File: config.mk
export PLATFORM = sky130hd
export DESIGN_NAME = micro_sequencer
export DESIGN_NICKNAME = d
export VERILOG_FILES = /design/src/rtl/seq_pkg.sv /design/src/rtl/micro_sequencer_step_counter.sv /design/src/rtl/micro_sequencer.sv
export SDC_FILE = /design/constraint.sdc
export NUM_CORES = 1
export LEC_CHECK = 0
export BUFFER_PORTS_ARGS = -buffer_cell sky130_fd_sc_hd__buf_2
export CAP_MARGIN = 20
export CORE_AREA = 2 2 55 57
export DETAILED_ROUTE_END_ITERATION = 8
export DIE_AREA = 0 0 57 59
export HOLD_SLACK_MARGIN = 0.03
export PLACE_DENSITY_LB_ADDON = 0.05
export SLEW_MARGIN = 20
export SYNTH_ARGS = -nofsm -noshare
export SYNTH_HDL_FRONTEND = slang
export SYNTH_HIERARCHICAL = 1
export SYNTH_SLANG_ARGS = --single-unit
File: constraint.sdc
create_clock -name clk -period 2.9 [get_ports clk]
set_clock_uncertainty 0.1 [all_clocks]
set_input_delay 0.29 -clock clk [delete_from_list [all_inputs] [get_ports clk]]
set_output_delay 0.29 -clock clk [all_outputs]
set_load 0.05 [all_outputs]
File: src/rtl/seq_pkg.sv
// Shared types and ctrl_addr field layout for the micro_sequencer block.
package seq_pkg;
    typedef enum logic [1:0] {
        S_RUN  = 2'd0,
        S_HALT = 2'd1,
        S_PROG = 2'd2
    } seq_state_e;

    localparam int STEP_W   = 3;
    localparam int ADDR_W   = 9;
    localparam int FLAG_LSB = 7;
    localparam int OP_LSB   = 3;
    localparam int STEP_LSB = 0;

    function automatic logic [ADDR_W-1:0] make_addr(input logic [1:0] flags,
                                                    input logic [3:0] opcode,
                                                    input logic [STEP_W-1:0] step);
        logic [ADDR_W-1:0] a;
        a = '0;
        a[FLAG_LSB +: 2]      = flags;
        a[OP_LSB +: 4]        = opcode;
        a[STEP_LSB +: STEP_W] = step;
        return a;
    endfunction
endpackage

File: src/rtl/micro_sequencer_step_counter.sv
// Microstep counter: clear beats increment; wrap marks the last legal step.
module step_counter
    import seq_pkg::*;
#(
    parameter int MAX_STEP = 5
) (
    input  logic              clk,
    input  logic              rst_n,
    input  logic              inc,
    input  logic              clr,
    output logic [STEP_W-1:0] step,
    output logic              wrap
);
    assign wrap = (step == STEP_W'(MAX_STEP - 1));

    always_ff @(posedge clk or negedge rst_n) begin
        if (!rst_n)   step <= '0;
        else if (clr) step <= '0;
        else if (inc) step <= step + STEP_W'(1);
    end
endmodule

File: src/rtl/micro_sequencer.sv
// Microstep sequencer: RUN/HALT/PROG FSM, latched flags, retired-instruction count.
// Optional SINGLE_STEP_EN adds step_mode/step_req for manual microstep advance.
module micro_sequencer
    import seq_pkg::*;
#(
    parameter int MAX_STEP = 5,
    parameter int CNT_W    = 8
) (
    input  logic              clk,
    input  logic              rst_n,
    input  logic              pmode,
    input  logic [3:0]        opcode,
    input  logic              cf_in,
    input  logic              zf_in,
    input  logic              flags_we,
    input  logic              halt_req,
    input  logic              end_instr,
`ifdef SINGLE_STEP_EN
    input  logic              step_mode,
    input  logic              step_req,
`endif
    output logic [ADDR_W-1:0] ctrl_addr,
    output logic [STEP_W-1:0] step,
    output logic              cw_en,
    output logic              prog_active,
    output logic              halted,
    output logic              pc_clr,
    output logic              instr_done,
    output logic [CNT_W-1:0]  instr_count
);
    seq_state_e state, state_d;
    logic [1:0] flags;
    logic       inc, clr, wrap, retire, flags_ld, flags_clr, pc_clr_d;
    logic       run_go;

`ifdef SINGLE_STEP_EN
    // One-register edge detect; in step mode only the rising-edge cycle may execute.
    logic req_q;
    always_ff @(posedge clk or negedge rst_n) begin
        if (!rst_n) req_q <= 1'b0;
        else        req_q <= step_req;
    end
    assign run_go = step_mode ? (step_req & ~req_q) : 1'b1;
`else
    assign run_go = 1'b1;
`endif

    step_counter #(.MAX_STEP(MAX_STEP)) u_step (
        .clk   (clk),
        .rst_n (rst_n),
        .inc   (inc),
        .clr   (clr),
        .step  (step),
        .wrap  (wrap)
    );

    assign cw_en       = (state == S_RUN) && run_go;
    assign halted      = (state == S_HALT);
    assign prog_active = (state == S_PROG);
    assign ctrl_addr   = make_addr(flags, opcode, step);

    always_ff @(posedge clk or negedge rst_n) begin
        if (!rst_n) state <= S_RUN;
        else        state <= state_d;
    end

    always_comb begin
        state_d   = state;
        inc       = 1'b0;
        clr       = 1'b0;
        retire    = 1'b0;
        flags_ld  = 1'b0;
        flags_clr = 1'b0;
        pc_clr_d  = 1'b0;
        if (pmode) begin
            // Abandon whatever was in flight; nothing retires.
            state_d = S_PROG;
            clr     = 1'b1;
        end else begin
            case (state)
                S_RUN: begin
                    if (cw_en) begin
                        flags_ld = flags_we;
                        if (halt_req) begin
                            state_d = S_HALT;
                        end else if (end_instr || wrap) begin
                            clr    = 1'b1;
                            retire = 1'b1;
                        end else begin
                            inc = 1'b1;
                        end
                    end
                end
                S_PROG: begin
                    state_d   = S_RUN;
                    clr       = 1'b1;
                    flags_clr = 1'b1;
                    pc_clr_d  = 1'b1;
                end
                default: ;
            endcase
        end
    end

    always_ff @(posedge clk or negedge rst_n) begin
        if (!rst_n) begin
            flags       <= 2'b00;
            pc_clr      <= 1'b0;
            instr_done  <= 1'b0;
            instr_count <= '0;
        end else begin
            pc_clr     <= pc_clr_d;
            instr_done <= retire;
            if (flags_clr)     flags <= 2'b00;
            else if (flags_ld) flags <= {cf_in, zf_in};
            if (retire)        instr_count <= instr_count + CNT_W'(1);
        end
    end
endmodule

==> flow_summary_export.csv, run 1 <==
group,metric,value,unit
timing,setup_violations,0,
timing,maxSlewViolCount,0,
floorplanning,dieArea,3363,um2
detailed_routing,vias,625,
timing,rsz0062_at_grt,"false",
global_routing,grt_pass1_wl,2.766,mm
detailed_routing,vias_per_cell,4.529,
logic_synthesis,synth_top_area_cell,"dfrtp_1",
floorplanning,rows,19,
floorplanning,ios,37,
clock_network,clock_latency,0.28,ns
logic_synthesis,synth-seq-cells,17,
layout,finalNetCount,123,
worst_setup_path,critPathRequiredTime,2.97,ns
logic_synthesis,synth_top_cell_area_share,0.4892,
detailed_routing,first_pass_iters,4,
detailed_routing,wire_per_inst,11.55,um
clock_network,cts-root-buf,"clkbuf_4",
clock_network,ctsResizeCount,0,
clock_network,cts_sinks,17,
power_and_ir_drop,power,0.6425,mW
detailed_routing,ant_nets,0,
logic_synthesis,async_flop_share,1.000,
layout,fin_cells,138,
logic_synthesis,netlist_top_cells_count,"dfrtp_1 (17), nor2_1 (8), buf_4 (7)",
layout,drive_gt1_frac,0.3364,
timing,timing_hold_violations_final,0,
timing,post-route-period-util,0.7351,
clock_network,cts_buffers,3,
layout,synthToLayoutAreaGrowth,17.70,%
clock_network,clk_pin_slew,0.09,ns
placement,place_inst,133,
placement,dpl.hpwl,1.267,mm
floorplanning,chipHeight,59,um
detailed_routing,drt_wl_total,1.594,mm
placement,placed_area,987.2,um2
timing,slew_headroom,0.6481,
global_routing,gr-total-overflow,0,
worst_setup_path,crit_fanout,11,
timing,finalCriticalPeriod,2.132,ns
floorplanning,start_util,0.3209,
global_routing,grtUsageMet3,0.04148,
timing,holdWs,0.1550,ns
detailed_routing,drc_errors,0,
timing,fmax,0.4691,GHz
clock_network,cts-htree-levels,1,
global_routing,gr-max-usage-layer,"met2",
placement,gp_congestion,0.6253,
global_routing,met1_usage,0.1446,
floorplanning,core,2710,um2
clock_network,cts.path.max_buffers,2,
run,cap_violations,0,
placement,io_buffer_count,28,
worst_setup_path,cp.arrival,2.20,ns
floorplanning,dieWidth,57,um
logic_synthesis,synth_ff_type,"dfrtp_1",
outcome,status,"completed",
logic_synthesis,mappedNetlistArea,869.6,um2
global_routing,groute.usage.overall,0.1071,
logic_synthesis,yosysMostFrequentCell,"dfrtp_1",
layout,antenna_cells,0,
global_routing,grt_max_degree,18,
power_and_ir_drop,leakage,0.5360,nW
logic_synthesis,synth_cell_types,31,
logic_synthesis,avgSynthCellArea,10.48,um2
clock_network,cts_tree,"built",
logic_synthesis,synth_edf_count,0,
power_and_ir_drop,power_density,627.7,nW/um2
global_routing,antenna_found_initial,0,
worst_setup_path,timing.critical_path.from_type,"flip-flop",
timing,setup_tns,0,ns
layout,final_area,1023,um2
timing,tightest_slew,0.5238,ns
logic_synthesis,syn_inst,83,
global_routing,use_met2,0.1626,
worst_setup_path,crit_path_end_kind,"flip-flop",
power_and_ir_drop,peakVddDrop,0.5299,mV
logic_synthesis,syn-num-nets,98,
logic_synthesis,yosysSeqAreaShare,0.4892,
global_routing,grt_pass1_vias,610,
logic_synthesis,ys_top_cells_by_area,"dfrtp_1 (49%), buf_4 (6.0%), xor2_1 (5.0%)",
detailed_routing,first_iter_violations,6,
layout,n_fill_cell,296,
worst_setup_path,worstSetupPathType,"flip-flop to flip-flop",
logic_synthesis,yosys_warnings,6,
min_path,hp-class,"input pin to flip-flop",
==> timing repair <==
action,CTS,global route
endpoints found under the hold margin,17,0
hold buffers,1,0
buffers inserted,0,0
==> power breakdown <==
part	switching, mW	internal (mW)	total [mW]
sequential	0.0372	0.267	0.304
combinational	0.159	0.0565	0.216
clock	0.0695	0.0533	0.123
==> worst paths after layout <==
path | start | end | slack (ns) | depth (start not counted)
max | state[0]$_DFFE_PN0P_ | u_step/step[1]$_DFFE_PN0P_ | 0.77 | 4
min | pmode | state[0]$_DFFE_PN0P_ | 0.15 | 2
max reg2reg | state[0]$_DFFE_PN0P_ | u_step/step[1]$_DFFE_PN0P_ | 0.77 | 4
min reg2reg | instr_count[7]$_DFFE_PN0P_ | instr_count[7]$_DFFE_PN0P_ | 0.37 | 1
max in group asynchronous | rst_n | flags[1]$_DFFE_PN0P_ | 2.08 | 2
min in group asynchronous | rst_n | u_step/step[2]$_DFFE_PN0P_ | 0.34 | 2
==> area by class of cell <==
class                   count  area (um2)  share of cell area
well taps                  31       38.79             0.03790
inverters                   5       18.77             0.01834
flip-flops and latches     17       425.4              0.4156
repair buffers             29       150.1              0.1467
clock buffers               4       26.28             0.02567
multi-input cells          52       364.1              0.3557
==> worst max-delay path: stages, from the launching register on <==
cell,delay [ns]
dfrtp_1,0.49
or4_1,0.67
nor3_1,0.47
mux2i_1,0.25
nor2_1,0.05
==> placed cells by master, fill, tap and decap left out, types with 2 or more instances in the layout <==
master and instances:
buf_2 28, dfrtp_1 17, nor2_1 8, inv_1 5
nor3_1 5, o21ai_0 5, xor2_1 5, nor2b_1 3
ha_1 3, clkbuf_4 3, a31oi_1 2, a21oi_1 2
xnor2_1 2
==> cell families after synthesis <==
family / count (synthesis) / synth area share
flip-flops: 17 / 0.4892
AND/OR/NAND/NOR: 25 / 0.1612
adder cells (fa/ha/maj): 3 / 0.04317
buffers and inverters: 14 / 0.09208
multiplexers: 2 / 0.02446
AO/OA/AOI/OAI: 14 / 0.1007
XOR/XNOR: 8 / 0.08922
==> sequential cells by signal, indices dropped and copies added, names as in the netlist <==
signal,count
instr_count,8
u_step/step,3
flags,2
state,2
instr_done,1
pc_clr,1
==> routing by layer <==
layer  vias up  share of wire  wire length (um)
met5         -              0                 0
met4         0              0                 0
met3         0          0.076               121
met2        24           0.43               688
met1       279           0.49               784
li1        322              -                 -
==> metrics by stage <==
stage | setup WS (ns) | util
floorplan | 0.8646 | -
global placement | 0.8073 | 0.3643
detailed placement | 0.7550 | 0.3643
CTS | 0.7408 | 0.3777
global route | 0.6049 | 0.3777
finish | 0.7682 | 0.3777
No activity file was read; power rests on OpenSTA's default activity.
==> run 2: changes to the inputs <==
--- a/config.mk
+++ b/config.mk
@@ -5,11 +5,12 @@
 export SDC_FILE = /design/constraint.sdc
 export NUM_CORES = 1
 export LEC_CHECK = 0
+export ABC_AREA = 1
 export BUFFER_PORTS_ARGS = -buffer_cell sky130_fd_sc_hd__buf_2
 export CAP_MARGIN = 20
-export CORE_AREA = 2 2 55 57
+export CORE_AREA = 2 2 57 59
 export DETAILED_ROUTE_END_ITERATION = 8
-export DIE_AREA = 0 0 57 59
+export DIE_AREA = 0 0 59 61
 export HOLD_SLACK_MARGIN = 0.03
 export PLACE_DENSITY_LB_ADDON = 0.05
 export SLEW_MARGIN = 20
==> constraint.sdc (replaced) <==
create_clock -name clk -period 2 [get_ports clk]
set_clock_uncertainty 0.1 [all_clocks]
set_input_delay 0.2 -clock clk [delete_from_list [all_inputs] [get_ports clk]]
set_output_delay 0.2 -clock clk [all_outputs]
set_load 0.05 [all_outputs]
==> flow_summary_export.csv, run 2 <==
group,metric,value,unit
outcome,status,"completed",
clock_network,cts-root-buf,"clkbuf_4",
detailed_routing,first_pass_iters,4,
logic_synthesis,yosys_warnings,6,
worst_setup_path,worstSetupPathType,"flip-flop to flip-flop",
layout,post-route-util,0.3822,
placement,place_inst,175,
floorplanning,dieArea,3599,um2
min_path,hp-class,"input pin to flip-flop",
timing,rsz0062_at_grt,"false",
layout,regArea,427.9,um2
power_and_ir_drop,leakage,0.6367,nW
layout,finalNetCount,164,
global_routing,groute.usage.overall,0.1183,
worst_setup_path,critPathRequiredTime,2.09,ns
timing,setup_tns,0,ns
worst_setup_path,crit_fanout,5,
power_and_ir_drop,power_density,885.7,nW/um2
layout,regMostFlops,"instr_count",
logic_synthesis,yosysSeqAreaShare,0.4456,
layout,final_cell_mix,"nand2_1 (29), buf_2 (28), inv_1 (23)",
logic_synthesis,ys_top_cells_by_area,"dfrtp_1 (45%), nand2_1 (11%), inv_1 (9.0%)",
clock_network,cts_sinks,17,
run,cap_violations,0,
timing,tightest_slew,0.4117,ns
worst_setup_path,slowest_stage,"nor4_2",
layout,multiInputGateArea,385.4,um2
floorplanning,core,2953,um2
detailed_routing,vias,797,
worst_setup_path,timing.critical_path.from_type,"flip-flop",
logic_synthesis,synth_cell_types,22,
timing,timing_hold_violations_final,0,
global_routing,grt_pass1_wl,3.105,mm
logic_synthesis,syn-num-nets,137,
worst_setup_path,cp.arrival,1.84,ns
global_routing,grt_max_degree,18,
layout,largest_registers,"instr_count x8, u_step/step x3",
logic_synthesis,mappedNetlistArea,954.7,um2
logic_synthesis,netlist_top_cells_count,"nand2_1 (29), inv_1 (23), dfrtp_1 (17)",
worst_setup_path,worst_path_most_repeated_cell,"inv_1",
clock_network,post_cts_buffers,0,
layout,n_fill_cell,319,
layout,antenna_cells,0,
logic_synthesis,syn_inst,122,
floorplanning,start_util,0.3233,
placement,io_buffer_count,28,
detailed_routing,drt_wl_total,1.856,mm
timing,maxSlewViolCount,0,
layout,largest_reg_flops,8,
worst_setup_path,crit_chain,"inv_1, ha_1, nand2_1, inv_1, inv_1, nand2_1, nor4_2, inv_1, nand2_2, o21ai_1",
detailed_routing,first_iter_violations,18,
global_routing,gr-total-overflow,0,
global_routing,antenna_found_initial,0,
layout,synthToLayoutAreaGrowth,18.22,%
detailed_routing,wire_per_inst,10.25,um
layout,final_common_cell,"nand2_1",
clock_network,cts_buffers,3,
clock_network,cts_hold_buffers,2,
timing,slew_headroom,0.7232,
timing,post-route-period-util,0.8742,
detailed_routing,ant_nets,0,
detailed_routing,drc_errors,0,
logic_synthesis,synth_edf_count,0,
clock_network,cts-htree-levels,1,
placement,gp_congestion,0.7260,
detailed_routing,vias_per_cell,4.403,
placement,dpl.hpwl,1.452,mm
clock_network,cts_tree,"built",
timing,finalCriticalPeriod,1.748,ns
logic_synthesis,synth_ff_type,"dfrtp_1",
worst_setup_path,slowest_delay,0.40,ns
global_routing,grt_pass1_vias,699,
logic_synthesis,async_flop_share,1.000,
timing,fmax,0.5720,GHz
layout,drive_gt1_frac,0.2838,
logic_synthesis,avgSynthCellArea,7.825,um2
clock_network,ctsResizeCount,0,
floorplanning,chipHeight,61,um
floorplanning,dieWidth,59,um
worst_setup_path,crit_path_end_kind,"flip-flop",
clock_network,clock_latency,0.29,ns
floorplanning,rows,20,
clock_network,cts.path.max_buffers,2,
clock_network,clk_pin_slew,0.11,ns
logic_synthesis,synth_top_cell_area_share,0.4456,
logic_synthesis,yosysMostFrequentCell,"nand2_1",
logic_synthesis,synth-seq-cells,17,
floorplanning,ios,37,
worst_setup_path,reg2reg_slack,0.25,ns
logic_synthesis,synth_top_area_cell,"dfrtp_1",
layout,fin_cells,181,
power_and_ir_drop,peakVddDrop,0.5329,mV
timing,setup_violations,0,
run 2: cell count changes in the layout (fill, tap and decap cells not counted), moves of 3 or more:
cell     previous run  this run
nor2_1              8        11
nor2b_1             3         0
inv_1               5        23
o21ai_0             5         1
o21ai_1             0         4
xor2_1              5         2
nand2_1             1        29
nand3_1             1         8
run 2: per-layer routing:
layer  GRT usage  vias up  share of wire
met4     0.06818        0          0.012
met3     0.02985        4          0.058
met1      0.1547      345           0.48
met5           0        -              0
met2      0.1778       28           0.45
li1            -      420              -
run 2: per-stage QoR:
stage | power [mW] | hold slack [ns] | instance area, um2 | worst slack (ns)
after detailed placement | 0.8154 | 0.05693 | 1081 | 0.2413
final | 0.9995 | 0.04290 | 1129 | 0.2517
after CTS | 1.020 | 0.03381 | 1129 | 0.2276
after global routing | 1.068 | 0.03501 | 1129 | 0.07311
after floorplan | 0.7454 | -0.1956 | 963.4 | 0.1363
after global placement | 0.8143 | 0.05882 | 1081 | 0.2907
run 2: worst paths after layout:
kind | from | to | cells after the start
min in group asynchronous | rst_n | instr_count[6]$_DFFE_PN0P_ | 2
worst max register to register | u_step/step[0]$_DFFE_PN0P_ | u_step/step[0]$_DFFE_PN0P_ | 10
max in group asynchronous | rst_n | u_step/step[0]$_DFFE_PN0P_ | 2
worst min register to register | instr_count[7]$_DFFE_PN0P_ | instr_count[7]$_DFFE_PN0P_ | 2
worst min-delay path | cf_in | flags[1]$_DFFE_PN0P_ | 3
worst max-delay path | u_step/step[0]$_DFFE_PN0P_ | u_step/step[0]$_DFFE_PN0P_ | 10
run 2: cell families (layout without fill, tap and decap cells):
kind of cell,Yosys count,count (layout),share of synthesized area
simple gates,59,59,0.2765
compound gates,9,9,0.05373
xor+xnor,3,3,0.02753
flops,17,17,0.4456
buf+inv,31,57,0.1573
fa+ha+maj,3,3,0.03932
run 2: report_power, final:
group	leakage (nW)	switching, mW	internal (mW)
combinational	0.396	0.271	0.0956
sequential	0.223	0.0522	0.388
clock	0.0177	0.118	0.0744
run 2: area by class of cell:
cell class                      count  area share
Clock buffer                        3     0.01996
Sequential cell                    17      0.3792
Tap cell                           33     0.03659
Timing Repair Buffer               30      0.1419
Inverter                           23     0.07650
Clock inverter                      1    0.004435
Multi-Input combinational cell     74      0.3415
run 2: worst max-delay path, delay by kind of cell, from the launching register on:
| kind | cells | cell delay (ns) |
|---|---|---|
| fa+ha+maj | 1 | 0.19 |
| buf+inv | 4 | 0.26 |
| compound gates | 1 | 0.06 |
| simple gates | 4 | 0.65 |
| flops | 1 | 0.39 |
